[config.mk]
export PLATFORM = sky130hd
export DESIGN_NAME = prog_sequencer_flat
export DESIGN_NICKNAME = d
export VERILOG_FILES = /design/src/rtl/prog_sequencer_if.sv /design/src/rtl/prog_sequencer.sv /design/src/flat_wrapper.sv
export SDC_FILE = /design/constraint.sdc
export NUM_CORES = 1
export LEC_CHECK = 0
export ABC_AREA = 1
export BUFFER_PORTS_ARGS = -buffer_cell sky130_fd_sc_hd__buf_4
export CAP_MARGIN = 40
export CORE_MARGIN = 3
export CORE_UTILIZATION = 52
export DETAILED_ROUTE_END_ITERATION = 10
export GPL_ROUTABILITY_DRIVEN = 0
export PLACE_DENSITY = 0.83
export SYNTH_ARGS = -nofsm -noshare
export SYNTH_HDL_FRONTEND = slang
export SYNTH_SLANG_ARGS = --single-unit
[constraint.sdc]
create_clock -name Clk -period 1.8 [get_ports Clk]
set_input_delay 0.36 -clock Clk [delete_from_list [all_inputs] [get_ports Clk]]
set_output_delay 0.36 -clock Clk [all_outputs]
set_load 0.01 [all_outputs]
[src/rtl/prog_sequencer_if.sv]
// Bench-facing bus of prog_sequencer: Start/Ack handshake, instruction feed,
// entry-table config port and the PC/core control outputs.
interface prog_sequencer_if #(
  parameter int PC_W   = 10,
  parameter int INST_W = 9
);
  logic              Start;
  logic [INST_W-1:0] Instruction;
  logic              CfgWe;
  logic [1:0]        CfgIdx;
  logic [PC_W-1:0]   CfgAddr;
  logic              PcLoad;
  logic [PC_W-1:0]   PcLoadAddr;
  logic              CoreEn;
  logic              Ack;
  logic [1:0]        ProgIdx;
  logic [15:0]       CycleCt;
  logic              Timeout;

  modport master (
    output Start, Instruction, CfgWe, CfgIdx, CfgAddr,
    input  PcLoad, PcLoadAddr, CoreEn, Ack, ProgIdx, CycleCt, Timeout
  );
  modport slave (
    input  Start, Instruction, CfgWe, CfgIdx, CfgAddr,
    output PcLoad, PcLoadAddr, CoreEn, Ack, ProgIdx, CycleCt, Timeout
  );
endinterface

[src/rtl/prog_sequencer.sv]
// Run controller: loads the PC from a small entry table, gates the core until
// halt or watchdog expiry, counts RUN cycles and drives the Start/Ack handshake.
module prog_sequencer #(
  parameter int                NUM_PROGS = 3,
  parameter int                PC_W      = 10,
  parameter int                INST_W    = 9,
  parameter logic [INST_W-1:0] HALT_OP   = 9'h1FF,
  parameter logic [15:0]       TIMEOUT   = 16'd4000
) (
  input logic             Clk,
  input logic             Reset,
  prog_sequencer_if.slave bus
);
  typedef enum logic [1:0] {IDLE, LOAD, RUN, DONE} state_t;

  state_t               state;
  logic [3:0][PC_W-1:0] progTbl;
  logic                 cfgHit;
  logic [1:0]           nextIdx;
  logic [1:0]           selIdx;
  logic [PC_W-1:0]      selAddr;

  // Table read bypasses a same-cycle write so a LOAD-time rewrite of the
  // active slot reaches PcLoadAddr on the very next edge.
  always_comb begin
    nextIdx = (bus.ProgIdx == 2'(NUM_PROGS - 1)) ? 2'd0 : bus.ProgIdx + 2'd1;
    selIdx  = (state == DONE) ? nextIdx : bus.ProgIdx;
    cfgHit  = bus.CfgWe && (32'(bus.CfgIdx) < NUM_PROGS);
    selAddr = (cfgHit && bus.CfgIdx == selIdx) ? bus.CfgAddr : progTbl[selIdx];
  end

  always_ff @(posedge Clk or negedge Reset) begin
    if (!Reset) begin
      state          <= IDLE;
      progTbl        <= '0;
      bus.PcLoad     <= 1'b0;
      bus.PcLoadAddr <= '0;
      bus.CoreEn     <= 1'b0;
      bus.Ack        <= 1'b0;
      bus.ProgIdx    <= 2'd0;
      bus.CycleCt    <= 16'd0;
      bus.Timeout    <= 1'b0;
    end else begin
      if (cfgHit) progTbl[bus.CfgIdx] <= bus.CfgAddr;
      case (state)
        IDLE: if (bus.Start) begin
          state          <= LOAD;
          bus.PcLoad     <= 1'b1;
          bus.PcLoadAddr <= selAddr;
          bus.CycleCt    <= 16'd0;
          bus.Timeout    <= 1'b0;
        end
        LOAD: begin
          bus.PcLoadAddr <= selAddr;
          if (!bus.Start) begin
            state      <= RUN;
            bus.PcLoad <= 1'b0;
            bus.CoreEn <= 1'b1;
          end
        end
        RUN: begin
          if (bus.CycleCt != 16'hFFFF) bus.CycleCt <= bus.CycleCt + 16'd1;
          // Halt has priority over the watchdog when both hit together.
          if (bus.Instruction == HALT_OP || bus.CycleCt == TIMEOUT - 16'd1) begin
            state       <= DONE;
            bus.CoreEn  <= 1'b0;
            bus.Ack     <= 1'b1;
            bus.Timeout <= (bus.Instruction != HALT_OP);
          end
        end
        DONE: if (bus.Start) begin
          state          <= LOAD;
          bus.Ack        <= 1'b0;
          bus.CycleCt    <= 16'd0;
          bus.Timeout    <= 1'b0;
          bus.ProgIdx    <= nextIdx;
          bus.PcLoad     <= 1'b1;
          bus.PcLoadAddr <= selAddr;
        end
        default: state <= IDLE;
      endcase
    end
  end
endmodule

[src/flat_wrapper.sv]
// flat-port wrapper written by rule: the top's interface ports become plain ports
module prog_sequencer_flat 
#(
  parameter int                NUM_PROGS = 3,
  parameter int                PC_W      = 10,
  parameter int                INST_W    = 9,
  parameter logic [INST_W-1:0] HALT_OP   = 9'h1FF,
  parameter logic [15:0]       TIMEOUT   = 16'd4000
)
  (Clk, Reset, bus_Start, bus_Instruction, bus_CfgWe, bus_CfgIdx, bus_CfgAddr, bus_PcLoad, bus_PcLoadAddr, bus_CoreEn, bus_Ack, bus_ProgIdx, bus_CycleCt, bus_Timeout);
  prog_sequencer_if #(.PC_W(PC_W), .INST_W(INST_W)) bus_i ();
  input logic Clk;
  input logic Reset;
  input wire logic [$bits(bus_i.Start)-1:0] bus_Start;
  input wire logic [$bits(bus_i.Instruction)-1:0] bus_Instruction;
  input wire logic [$bits(bus_i.CfgWe)-1:0] bus_CfgWe;
  input wire logic [$bits(bus_i.CfgIdx)-1:0] bus_CfgIdx;
  input wire logic [$bits(bus_i.CfgAddr)-1:0] bus_CfgAddr;
  output wire logic [$bits(bus_i.PcLoad)-1:0] bus_PcLoad;
  output wire logic [$bits(bus_i.PcLoadAddr)-1:0] bus_PcLoadAddr;
  output wire logic [$bits(bus_i.CoreEn)-1:0] bus_CoreEn;
  output wire logic [$bits(bus_i.Ack)-1:0] bus_Ack;
  output wire logic [$bits(bus_i.ProgIdx)-1:0] bus_ProgIdx;
  output wire logic [$bits(bus_i.CycleCt)-1:0] bus_CycleCt;
  output wire logic [$bits(bus_i.Timeout)-1:0] bus_Timeout;
  assign bus_i.Start = bus_Start;
  assign bus_i.Instruction = bus_Instruction;
  assign bus_i.CfgWe = bus_CfgWe;
  assign bus_i.CfgIdx = bus_CfgIdx;
  assign bus_i.CfgAddr = bus_CfgAddr;
  assign bus_PcLoad = bus_i.PcLoad;
  assign bus_PcLoadAddr = bus_i.PcLoadAddr;
  assign bus_CoreEn = bus_i.CoreEn;
  assign bus_Ack = bus_i.Ack;
  assign bus_ProgIdx = bus_i.ProgIdx;
  assign bus_CycleCt = bus_i.CycleCt;
  assign bus_Timeout = bus_i.Timeout;
  prog_sequencer #(.NUM_PROGS(NUM_PROGS), .PC_W(PC_W), .INST_W(INST_W), .HALT_OP(HALT_OP), .TIMEOUT(TIMEOUT)) u_core (.Clk(Clk), .Reset(Reset), .bus(bus_i));
endmodule
Word level (Yosys, flattened, before mapping) --
Cells that the tools add are included.
Word-level totals: bits in registers 74, memories 0, input bits 25, memory bits (writable) 0, bits in read-only memories 0, output and inout port bits 32, latch bits 0
Operators by class: $mul 0, bitwise gates (word level) 0, muxes and demuxes 28, shifts and indexed selects 0, order comparisons 4, equal/unequal tests 14, add/sub/neg operators 2, divide/modulo/power cells 0, reductions and logical operators 18
Operator list (count):
- 40-bit bitwise mux | 1
- 10-bit 2-to-1 mux | 4
- 16-bit 2-to-1 mux | 2
- 16-bit case mux with 2 select lines | 1
- 10-bit binary-select mux with 2-bit select | 1
- 10-bit demux with 2-bit select | 1
- 10-bit case mux with 2 select lines | 1
- 3-bit AND reduction | 6
- 16-bit by 1-bit adder with 16-bit output, second input constant | 1
- 16-bit by 12-bit equality test with 1-bit output, second input constant | 1
- 16-bit inequality test, second input constant | 1
- 2-bit 2-to-1 mux | 5
- 9-bit equality test, second input constant | 1
- 9-bit inequality test, second input constant | 1
- 1-bit case mux with 2 select lines | 4
- 2-bit nonzero test | 4
- 1-bit 2-to-1 mux | 7
- 2-bit equality test, second input constant | 3
- 2-bit by 3-bit less-than comparator with 1-bit output, second input constant | 2
- 2-bit by 1-bit inequality test with 1-bit output, second input constant | 3
- 2-bit case mux with 3 select lines | 1
- 2-bit inequality test, second input constant | 2
- 2-bit AND reduction | 2
- 1-bit logical AND | 3
- other kinds (8) | 8

Depth between registers and ports, before layout --
Gate-level depths: netlist of the first run.
depth in word-level cells 8, gate-level depth with buffers 11, gate-level depth less buffers 10

Least setup slack after synthesis of the first run --
No wires, ideal clock.
kind register to register, start point reg u_core.state[0], end point reg u_core.bus.CycleCt[0], buffers on the path 1, data arrival time 1.525 ns, cell stages (with the launch flop) 10, setup time 0.132 ns, setup slack 0.143 ns, path through dfrtp_1 -> inv_1 -> ha_1 -> inv_2 -> nor2_1 -> a21oi_1 -> nand2_2 -> buf_6 -> nand2_1 -> o21ai_0
Between the ends: word-level cells in the longest chain between the ends 4, elaborated cells on any way between the ends 9, classes of those cells eq/ne: 4; mux: 1; reduce/logical: 4
RTL lines:
- from (decl) | line prog_sequencer.sv:16 | state_t state;
- from (signal assigned) | line prog_sequencer.sv:34 | state <= IDLE;
- from (signal assigned) | line prog_sequencer.sv:47 | state <= LOAD;
- from (signal assigned) | line prog_sequencer.sv:56 | state <= RUN;
- 2-bit equality test or 2-bit zero test (tied branches) | line prog_sequencer.sv:45 | case (state)
- 2-bit OR reduction (no line)
- 2-bit by 1-bit inequality test with 1-bit output (no line) or 2-bit nonzero test (tied branches)
- 3-bit AND reduction (no line)
- to (signal assigned) | line prog_sequencer.sv:62 | if (bus.CycleCt != 16'hFFFF) bus.CycleCt <= bus.CycleCt + 16'd1;
- to (decl) | line prog_sequencer_if.sv:26 | output PcLoad, PcLoadAddr, CoreEn, Ack, ProgIdx, CycleCt, Timeout
Several ways; a longest one is shown, not always the timed one. A chain may end at the register's enable or synchronous reset.

Worst setup path in the final report of the first run --
start point reg u_core.state[0], end point reg u_core.bus.CycleCt[5]
Same word-level chain as after synthesis.

==> flow_summary.json, run 1 <==
{
  "status": "finished, final reports clean",
  "antennaDiodeCount": 0,
  "final_nets": 603,
  "wl_per_cell_um": 14.6,
  "syn-num-nets": 532,
  "cts_sinks": 74,
  "period_needed_ns": 1.79,
  "drtIter0Drc": 294,
  "htreeDepth": 3,
  "fmax_mhz": 560,
  "crit_arrival_ns": 2.02,
  "die_h_um": 91.2,
  "setup_slack_ns": 0.0141,
  "avgSynthCellArea_um2": 7.50,
  "min_path_type": "primary input to flip-flop",
  "fin_crit_sh_pct": 99.2,
  "io_pins": 57,
  "slew_headroom_pct": 73.6,
  "drive_gt1_share_pct": 20.7,
  "criticalPathCategory": "flip-flop to flip-flop",
  "ir_drop_mv": 0.676,
  "hold_viol_final": 0,
  "rrSetupSlack_ns": 0.01,
  "grt_first_pass_wirelength_um": 16000,
  "portBuffers": 56,
  "cts.clk_slew.worst_paths_ns": 0.08,
  "vias": 3601,
  "initial_utilization_pct": 54.6,
  "synth-seq-cells": 74,
  "overflow": 0,
  "p_leak_nw": 2.38,
  "yosysWarnings": 0,
  "worstPathMaxFanout": 12,
  "rows": 30,
  "tightest_slew_ns": 0.396,
  "wl_um": 9850,
  "hpwlAfterDp_um": 6650,
  "cts_buffers": 9,
  "rsz0062_at_grt": "yes",
  "cp-start-kind": "flip-flop",
  "powerDensity_mw_per_mm2": 1580,
  "grt_pass1_vias": 3314,
  "maxCapViolations": 0,
  "slew_violations": 0,
  "regArea_mm2": 0.00185,
  "die_w_um": 91.2,
  "netlist_area_mm2": 0.00377,
  "root_buffer": "clkbuf_8",
  "syn_inst": 503,
  "finalSetupTns_ns": 0,
  "route.antenna.remaining_nets": 0,
  "cts_tree": "built",
  "clock_latency_ns": 0.37,
  "coreArea_mm2": 0.00691,
  "dp_slack_ns": -0.0286,
  "synth_cell_types": 26,
  "grt_usage_pct": 24.0,
  "fillCellCount": 570,
  "crit_required_ns": 2.03,
  "endpoint_kind": "flip-flop",
  "vias_per_cell": 5.33,
  "drc": 0,
  "seq_area_frac_synth_pct": 49.1,
  "grt_start_max_net_pins": 47,
  "antenna_found_initial": 0,
  "dr.pass1.iters": 4,
  "syn2layout_area_growth_pct": 25.2,
  "fin_skew_ns": 0.0143,
  "die_area_mm2": 0.00831,
  "finalSetupViolCount": 0,
  "multi_input_area_mm2": 0.00170,
  "clock_path_buffers": 2
}
synth_stat cells:
cell	instances	area share, %
and3_1	1	0.17
nor2_1	28	2.8
clkinv_1	2	0.20
clkbuf_1	17	1.7
o21ai_1	2	0.27
nor2_2	2	0.33
buf_2	9	1.2
or2_2	3	0.50
xor2_1	7	1.6
nand4_1	4	0.66
a31oi_1	1	0.17
nand3_1	86	11
ha_1	4	1.3
inv_1	32	3.2
nor3_1	2	0.27
nand2_1	177	18
buf_6	2	0.60
nand3b_1	2	0.40
and2_1	1	0.17
nand2_2	1	0.17
o21bai_1	1	0.20
a21boi_0	1	0.20
dfrtp_1	74	49
a21oi_1	3	0.40
o21ai_0	40	5.3
inv_2	1	0.099
cell usage in the layout, fill, tap and decap left out, types with 2 or more instances in the layout:
cell type	count
buf_4	79
nand4_1	4
nor2_2	3
buf_6	3
o21ai_1	2
inv_2	2
nor3_1	2
clkinv_4	3
o21ai_0	40
nand2_1	173
dfrtp_1	74
inv_1	32
or2_2	3
buf_12	4
nor2_1	27
ha_1	3
clkbuf_8	9
nand2_2	4
nand3b_1	2
nand3_2	2
xor2_1	7
a21oi_1	2
nand3_1	85
where the power goes:
group	switching, mW	internal (mW)
Combinational	2.27	1.63
Clock	0.687	0.649
Sequential	0.239	2.01
Total	3.20	4.29
per-stage QoR:
stage               hold WS (ns)  instances  total power, mW  utilization (%)  cell area (µm²)
finish                     0.308        675             7.48             68.4             4720
floorplan                 0.0644        503             4.45                -             3770
detailed placement         0.304        653             5.67             63.7             4400
CTS                        0.298        670             7.07             67.0             4630
global placement           0.299        653             5.57             63.7             4400
global route               0.312        675             8.04             68.4             4720
path summary, 6_finish.rpt:
path                                     from  depth (start not counted)                        to
setup / recovery              u_core.state[0]                          9     u_core.bus.CycleCt[5]
hold / removal                      bus_Start                          4     u_core.bus.ProgIdx[0]
setup reg to reg              u_core.state[0]                          9     u_core.bus.CycleCt[5]
hold reg to reg            u_core.progTbl[37]                          0        u_core.progTbl[37]
max in group asynchronous               Reset                          3    u_core.bus.CycleCt[10]
min in group asynchronous               Reset                          2  u_core.bus.PcLoadAddr[4]
state kept, by name, summed over array words and instances, names as in the netlist:
signal	count
u_core.bus.Ack	1
u_core.bus.CoreEn	1
u_core.bus.CycleCt	16
u_core.bus.PcLoad	1
u_core.bus.PcLoadAddr	10
u_core.bus.ProgIdx	2
u_core.bus.Timeout	1
u_core.progTbl	40
u_core.state	2
what timing repair did:
| item | CTS | global route |
|---|---|---|
| hold buffers | 1 | 0 |
| endpoints found under the setup margin | 11 | 24 |
| endpoints found under the hold margin | 28 | 0 |
| buffers inserted | 0 | 4 |
| pin swaps | 1 | 4 |
| resized for setup | 3 | 13 |
| gates cloned | 0 | 1 |
cells by family (layout without fill, tap and decap cells):
kind of cell | Yosys count | after routing | share of synthesized area [%]
AND/OR/NAND/NOR | 307 | 308 | 34.5
flip-flops | 74 | 74 | 49.1
buffers and inverters | 63 | 138 | 6.97
AO/OA/AOI/OAI | 48 | 48 | 6.53
XOR/XNOR | 7 | 7 | 1.63
adder cells (fa/ha/maj) | 4 | 4 | 1.33
critical path, stage by stage, from the launching register on:
cell	delay (ns)
dfrtp_1	0.41
inv_1	0.06
ha_1	0.34
inv_2	0.08
buf_12	0.13
a21oi_2	0.15
nand2_2	0.12
buf_6	0.16
nand2_1	0.08
o21ai_0	0.11
metal layers:
metal	up-vias	track usage (%)	wire length, µm
li1	1756	-	-
met1	1686	32.2	4230
met2	140	38.1	4790
met3	19	5.47	645
met4	0	9.05	185
met5	-	0	0
final cells by class:
cell class                 instances  share of cell area [%]
sequential                        74                    39.2
tap                               96                    2.54
inverter                          35                    2.78
multi-input combinational        367                    36.0
clock inverter                     7                    1.64
timing repair buffer              87                    15.2
clock buffer                       9                    2.62
(Power assumes the default switching activity.)
==> run 2: changes to the inputs <==
--- a/config.mk
+++ b/config.mk
@@ -9,10 +9,10 @@
 export BUFFER_PORTS_ARGS = -buffer_cell sky130_fd_sc_hd__buf_4
 export CAP_MARGIN = 40
 export CORE_MARGIN = 3
-export CORE_UTILIZATION = 52
+export CORE_UTILIZATION = 28
 export DETAILED_ROUTE_END_ITERATION = 10
 export GPL_ROUTABILITY_DRIVEN = 0
-export PLACE_DENSITY = 0.83
+export PLACE_DENSITY = 0.54
 export SYNTH_ARGS = -nofsm -noshare
 export SYNTH_HDL_FRONTEND = slang
 export SYNTH_SLANG_ARGS = --single-unit
==> constraint.sdc (replaced) <==
create_clock -name Clk -period 2.2 [get_ports Clk]
set_input_delay 0.44 -clock Clk [delete_from_list [all_inputs] [get_ports Clk]]
set_output_delay 0.44 -clock Clk [all_outputs]
set_load 0.01 [all_outputs]
==> run 2 against run 1 <==
Flip-flop and latch count did not move. Worst hold slack worse by 0.25 ns. Cell area about the same. Utilization shrank 32 points. Global-route usage decreased by 9.5 points. Register-to-register slack better by 0.25 ns. Routed wire length increased by 2.5%.
==> flow_summary.json, run 2 (synthesis results as in run 1) <==
{
  "criticalPathCategory": "flip-flop to flip-flop",
  "grt_usage_pct": 14.5,
  "slew_violations": 0,
  "die_w_um": 122,
  "post_cts_buffers": 0,
  "worstPathMaxFanout": 10,
  "wl_per_cell_um": 13.7,
  "crit_required_ns": 2.42,
  "die_area_mm2": 0.0149,
  "powerDensity_mw_per_mm2": 1280,
  "antennaDiodeCount": 0,
  "vias": 3372,
  "syn2layout_area_growth_pct": 25.1,
  "cp_top_family": "simple AND/OR/NAND/NOR gates",
  "mostFrequentLayoutCells": "nand2_1 (177), nand3_1 (86), dfrtp_1 (74)",
  "min_path_type": "primary input to asynchronous set/reset pin",
  "finalSetupTns_ns": 0,
  "fin_crit_sh_pct": 88.0,
  "instances_no_fill": 737,
  "period_needed_ns": 1.94,
  "portBuffers": 56,
  "drive_gt1_share_pct": 17.0,
  "slew_headroom_pct": 55.2,
  "worst_path_most_repeated_cell": "nand2_1",
  "drtIter0Drc": 202,
  "hpwlAfterDp_um": 7340,
  "cts.clk_slew.worst_paths_ns": 0.06,
  "rsz0062_at_grt": "no",
  "initial_utilization_pct": 29.3,
  "finalSetupViolCount": 0,
  "antenna_found_initial": 0,
  "clock_latency_ns": 0.33,
  "route.antenna.remaining_nets": 0,
  "dr.pass1.iters": 4,
  "drc": 0,
  "grt_start_max_net_pins": 44,
  "grt_first_pass_wirelength_um": 17100,
  "status": "finished, final reports clean",
  "clock_path_buffers": 2,
  "slowest_delay_ns": 0.41,
  "tightest_slew_ns": 0.671,
  "io_pins": 57,
  "largest_register_ffs": 40,
  "coreArea_mm2": 0.0129,
  "wl_um": 10100,
  "cp-start-kind": "flip-flop",
  "ir_drop_mv": 0.486,
  "cp_cell_sequence": "ha_1, inv_1, nand2_1, nand2_1, buf_4, nor2_1, nor2_2, nand3_1, nand3_1, nand2_1",
  "p_leak_nw": 2.34,
  "die_h_um": 122,
  "cts_tree": "built",
  "rows": 41,
  "root_buffer": "clkbuf_16",
  "hold_viol_final": 0,
  "cts_buffers": 9,
  "path_buf_inv": 2,
  "dp.cells": 721,
  "reg_top3": "u_core.progTbl (40), u_core.bus.CycleCt (16), u_core.bus.PcLoadAddr (10)",
  "endpoint_kind": "flip-flop",
  "grt_pass1_vias": 3316,
  "fin_skew_ns": 0.00640,
  "vias_per_cell": 4.58,
  "top_register": "u_core.progTbl",
  "cts_resized": 0,
  "cts_sinks": 74,
  "htreeDepth": 3,
  "crit_arrival_ns": 2.16,
  "fin_util_pct": 36.7,
  "final_common_cell": "nand2_1",
  "fmax_mhz": 517,
  "hold_buffers": 0,
  "final_nets": 589,
  "cpMaxStageDelayCell": "dfrtp_1",
  "overflow": 0,
  "maxCapViolations": 0
}
-- run 2: changes by cell type in the layout (fill, tap and decap cells not counted), moves of 2 or more --
cell | previous run | this run
clkbuf_8 | 9 | 0
clkinvlp_4 | 1 | 3
buf_4 | 79 | 73
nand2_2 | 4 | 1
clkbuf_16 | 0 | 9
nand3_2 | 2 | 0
nand2_1 | 173 | 177
buf_6 | 3 | 0
clkinv_4 | 3 | 0
buf_12 | 4 | 1
-- run 2: worst paths after layout --
kind / from / to / slack [ns] / cells after the start
max in group asynchronous: Reset / u_core.progTbl[32] / 1.57 / 2
hold / removal: Reset / u_core.progTbl[15] / 0.05 / 1
setup / recovery: u_core.state[0] / u_core.bus.PcLoadAddr[7] / 0.26 / 10
hold reg to reg: u_core.progTbl[32] / u_core.progTbl[32] / 0.37 / 0
min in group Clk: u_core.progTbl[32] / u_core.progTbl[32] / 0.37 / 0
setup reg to reg: u_core.state[0] / u_core.bus.PcLoadAddr[7] / 0.26 / 10
-- run 2: area by class of cell --
| type | count | area [µm²] |
|---|---|---|
| Timing Repair Buffer | 74 | 568 |
| Inverter | 35 | 131 |
| Clock inverter | 6 | 66.3 |
| Multi-Input combinational cell | 366 | 1660 |
| Tap cell | 172 | 215 |
| Sequential cell | 74 | 1850 |
| Fill cell | 1341 | 8160 |
| Clock buffer | 10 | 229 |
-- run 2: through the flow --
| stage | hold slack (ns) | setup slack (ns) | instance area [µm²] | total power [mW] |
|---|---|---|---|---|
| floorplan | 0.144 | 0.543 | 3770 | 3.64 |
| global placement | 0.366 | 0.320 | 4420 | 4.60 |
| detailed placement | 0.366 | 0.268 | 4420 | 4.63 |
| CTS | 0.0586 | 0.268 | 4720 | 6.12 |
| global route | 0.0810 | 0.0165 | 4720 | 6.58 |
| finish | 0.0541 | 0.265 | 4720 | 6.05 |
-- run 2: power breakdown --
group / switching [mW] / total [mW] / internal, mW / leakage [nW]
Sequential: 0.193 / 1.84 / 1.65 / 0.956
Clock: 0.576 / 1.46 / 0.880 / 0.135
Combinational: 1.74 / 2.75 / 1.02 / 1.24
-- run 2: metal layers --
metal / share of wire, % / track usage, % / wire (µm) / vias up
li1: - / - / - / 1724
met5: 0 / 0 / 0 / -
met4: 1.4 / 4.55 / 145 / 0
met3: 5.0 / 3.62 / 502 / 11
met2: 48 / 23.3 / 4810 / 75
met1: 46 / 19.3 / 4650 / 1562
==> run 3: changes to the inputs <==
--- a/config.mk
+++ b/config.mk
@@ -7,12 +7,12 @@
 export LEC_CHECK = 0
 export ABC_AREA = 1
 export BUFFER_PORTS_ARGS = -buffer_cell sky130_fd_sc_hd__buf_4
-export CAP_MARGIN = 40
+export CAP_MARGIN = 20
 export CORE_MARGIN = 3
-export CORE_UTILIZATION = 28
+export CORE_UTILIZATION = 50
 export DETAILED_ROUTE_END_ITERATION = 10
 export GPL_ROUTABILITY_DRIVEN = 0
-export PLACE_DENSITY = 0.54
+export PLACE_DENSITY = 0.8
 export SYNTH_ARGS = -nofsm -noshare
 export SYNTH_HDL_FRONTEND = slang
 export SYNTH_SLANG_ARGS = --single-unit
==> run 3 against run 2 <==
Utilization rose by 25 points. Critical path depth is the same. Clock skew grew 0.0027 ns. Routed wire length down 7.5%. Total power fell by 7.3%. Clock power is 27% lower. Die area is 42% lower. Critical path type unchanged. Critical endpoint is now u_core.bus.PcLoadAddr[0]. Largest cell class unchanged.
==> flow_summary.json, run 3 (synthesis results as in run 1) <==
{
  "status": "finished, final reports clean",
  "drtIter0Drc": 315,
  "largest_register_ffs": 40,
  "hold_buffers": 0,
  "cts_tree": "built",
  "pwr-share-comb_pct": 48.0,
  "syn2layout_area_growth_pct": 19.3,
  "finalSetupTns_ns": 0,
  "hpwlAfterDp_um": 6540,
  "worstPathMaxFanout": 21,
  "antennaDiodeCount": 0,
  "p_switching_mw": 2.44,
  "top_register": "u_core.progTbl",
  "crit_arrival_ns": 2.31,
  "portBuffers": 56,
  "stdcell_area_mm2": 0.00450,
  "setup_slack_ns": 0.188,
  "vias": 3534,
  "final_nets": 583,
  "seq_power_share_pct": 32.9,
  "die_w_um": 92.9,
  "crit_required_ns": 2.50,
  "drc": 0,
  "overflow": 0,
  "power_switching_share_pct": 43.5,
  "p_leak_nw": 2.28,
  "die_area_mm2": 0.00862,
  "wl_um": 9350,
  "criticalPathCategory": "flip-flop to flip-flop",
  "slew_headroom_pct": 57.0,
  "endpoint_kind": "flip-flop",
  "route.antenna.remaining_nets": 0,
  "clock_latency_ns": 0.35,
  "dp_slack_ns": 0.181,
  "die_h_um": 92.9,
  "slew_violations": 0,
  "initial_utilization_pct": 51.7,
  "fin_crit_sh_pct": 91.4,
  "clock_path_buffers": 2,
  "fin_util_pct": 61.7,
  "cts_buffers": 9,
  "grt_usage_pct": 23.3,
  "coreArea_mm2": 0.00729,
  "fin_skew_ns": 0.00913,
  "vias_per_cell": 5.37,
  "period_needed_ns": 2.01,
  "grt_pass1_vias": 3277,
  "grt_first_pass_wirelength_um": 15800,
  "grt_start_max_net_pins": 45,
  "cts_sinks": 74,
  "hold_viol_final": 0,
  "tightest_slew_ns": 0.643,
  "maxCapViolations": 0,
  "min_path_type": "primary input to asynchronous set/reset pin",
  "rows": 31,
  "rsz0062_at_grt": "no",
  "powerDensity_mw_per_mm2": 1250,
  "p_int_mw": 3.16,
  "fillCellCount": 676,
  "drive_gt1_share_pct": 16.5,
  "p_clk_share_pct": 19.1,
  "fmax_mhz": 497,
  "root_buffer": "clkbuf_8",
  "hold_ws_ns": 0.0127,
  "htreeDepth": 3,
  "final_common_cell": "nand2_1",
  "mostFrequentLayoutCells": "nand2_1 (177), nand3_1 (86), dfrtp_1 (74)",
  "reg_top3": "u_core.progTbl (40), u_core.bus.CycleCt (16), u_core.bus.PcLoadAddr (10)",
  "dr.pass1.iters": 4,
  "ir_drop_mv": 0.589,
  "antenna_found_initial": 0,
  "cts.clk_slew.worst_paths_ns": 0.08,
  "cp-start-kind": "flip-flop",
  "dpl_cell_area_mm2": 0.00429,
  "wl_per_cell_um": 14.2,
  "io_pins": 57,
  "finalSetupViolCount": 0
}
run 3: through the flow:
stage	instances	total power, mW
after floorplan	503	3.64
after global placement	642	4.40
after detailed placement	642	4.49
after CTS	658	5.60
after global routing	658	6.06
final	658	5.61
run 3: per-layer routing:
layer  track usage, %  wire, µm
met2             36.2      4390
met4             9.65       202
met3             3.66       635
met1             32.5      4120
met5                0         0
run 3: final timing paths:
check	start	to	slack (ns)	depth (start not counted)
max reg2reg	u_core.state[0]	u_core.bus.PcLoadAddr[0]	0.19	10
max in group asynchronous	Reset	u_core.progTbl[18]	1.61	2
max	u_core.state[0]	u_core.bus.PcLoadAddr[0]	0.19	10
min reg2reg	u_core.progTbl[38]	u_core.progTbl[38]	0.38	0
min	Reset	u_core.bus.CoreEn	0.01	1
min in group Clk	u_core.progTbl[38]	u_core.progTbl[38]	0.38	0
run 3: critical path, stage by stage (launching register included):
cell and delay [ns]:
dfrtp_1 0.40, ha_1 0.23, inv_1 0.09, nand2_1 0.09
buf_4 0.26, nand3_1 0.11, nand2_1 0.09, nand3_1 0.33
nand2_1 0.19, nand3_1 0.09, nand2_1 0.07
run 3: cell type report:
type	count	area (µm²)	area share, %
clock inverter	6	65.1	1.45
timing repair buffer	68	523	11.6
tap	99	124	2.75
inverter	35	131	2.92
multi-input combinational	366	1670	37.0
sequential	74	1850	41.2
clock buffer	10	138	3.06
run 3: what timing repair did:
action,in CTS,in global routing
endpoints found under the setup margin,0,8
buffers inserted,0,0
gates resized for setup,0,2
run 3: power by group through the flow:
stage                     sequential (mW)  combinational [mW]  clock, mW
after floorplan                      1.88                1.75          0
after global placement               1.85                2.54          0
after detailed placement             1.86                2.64          0
after CTS                            1.84                2.66       1.10
after global routing                 1.87                3.02       1.17
final                                1.84                2.69       1.07
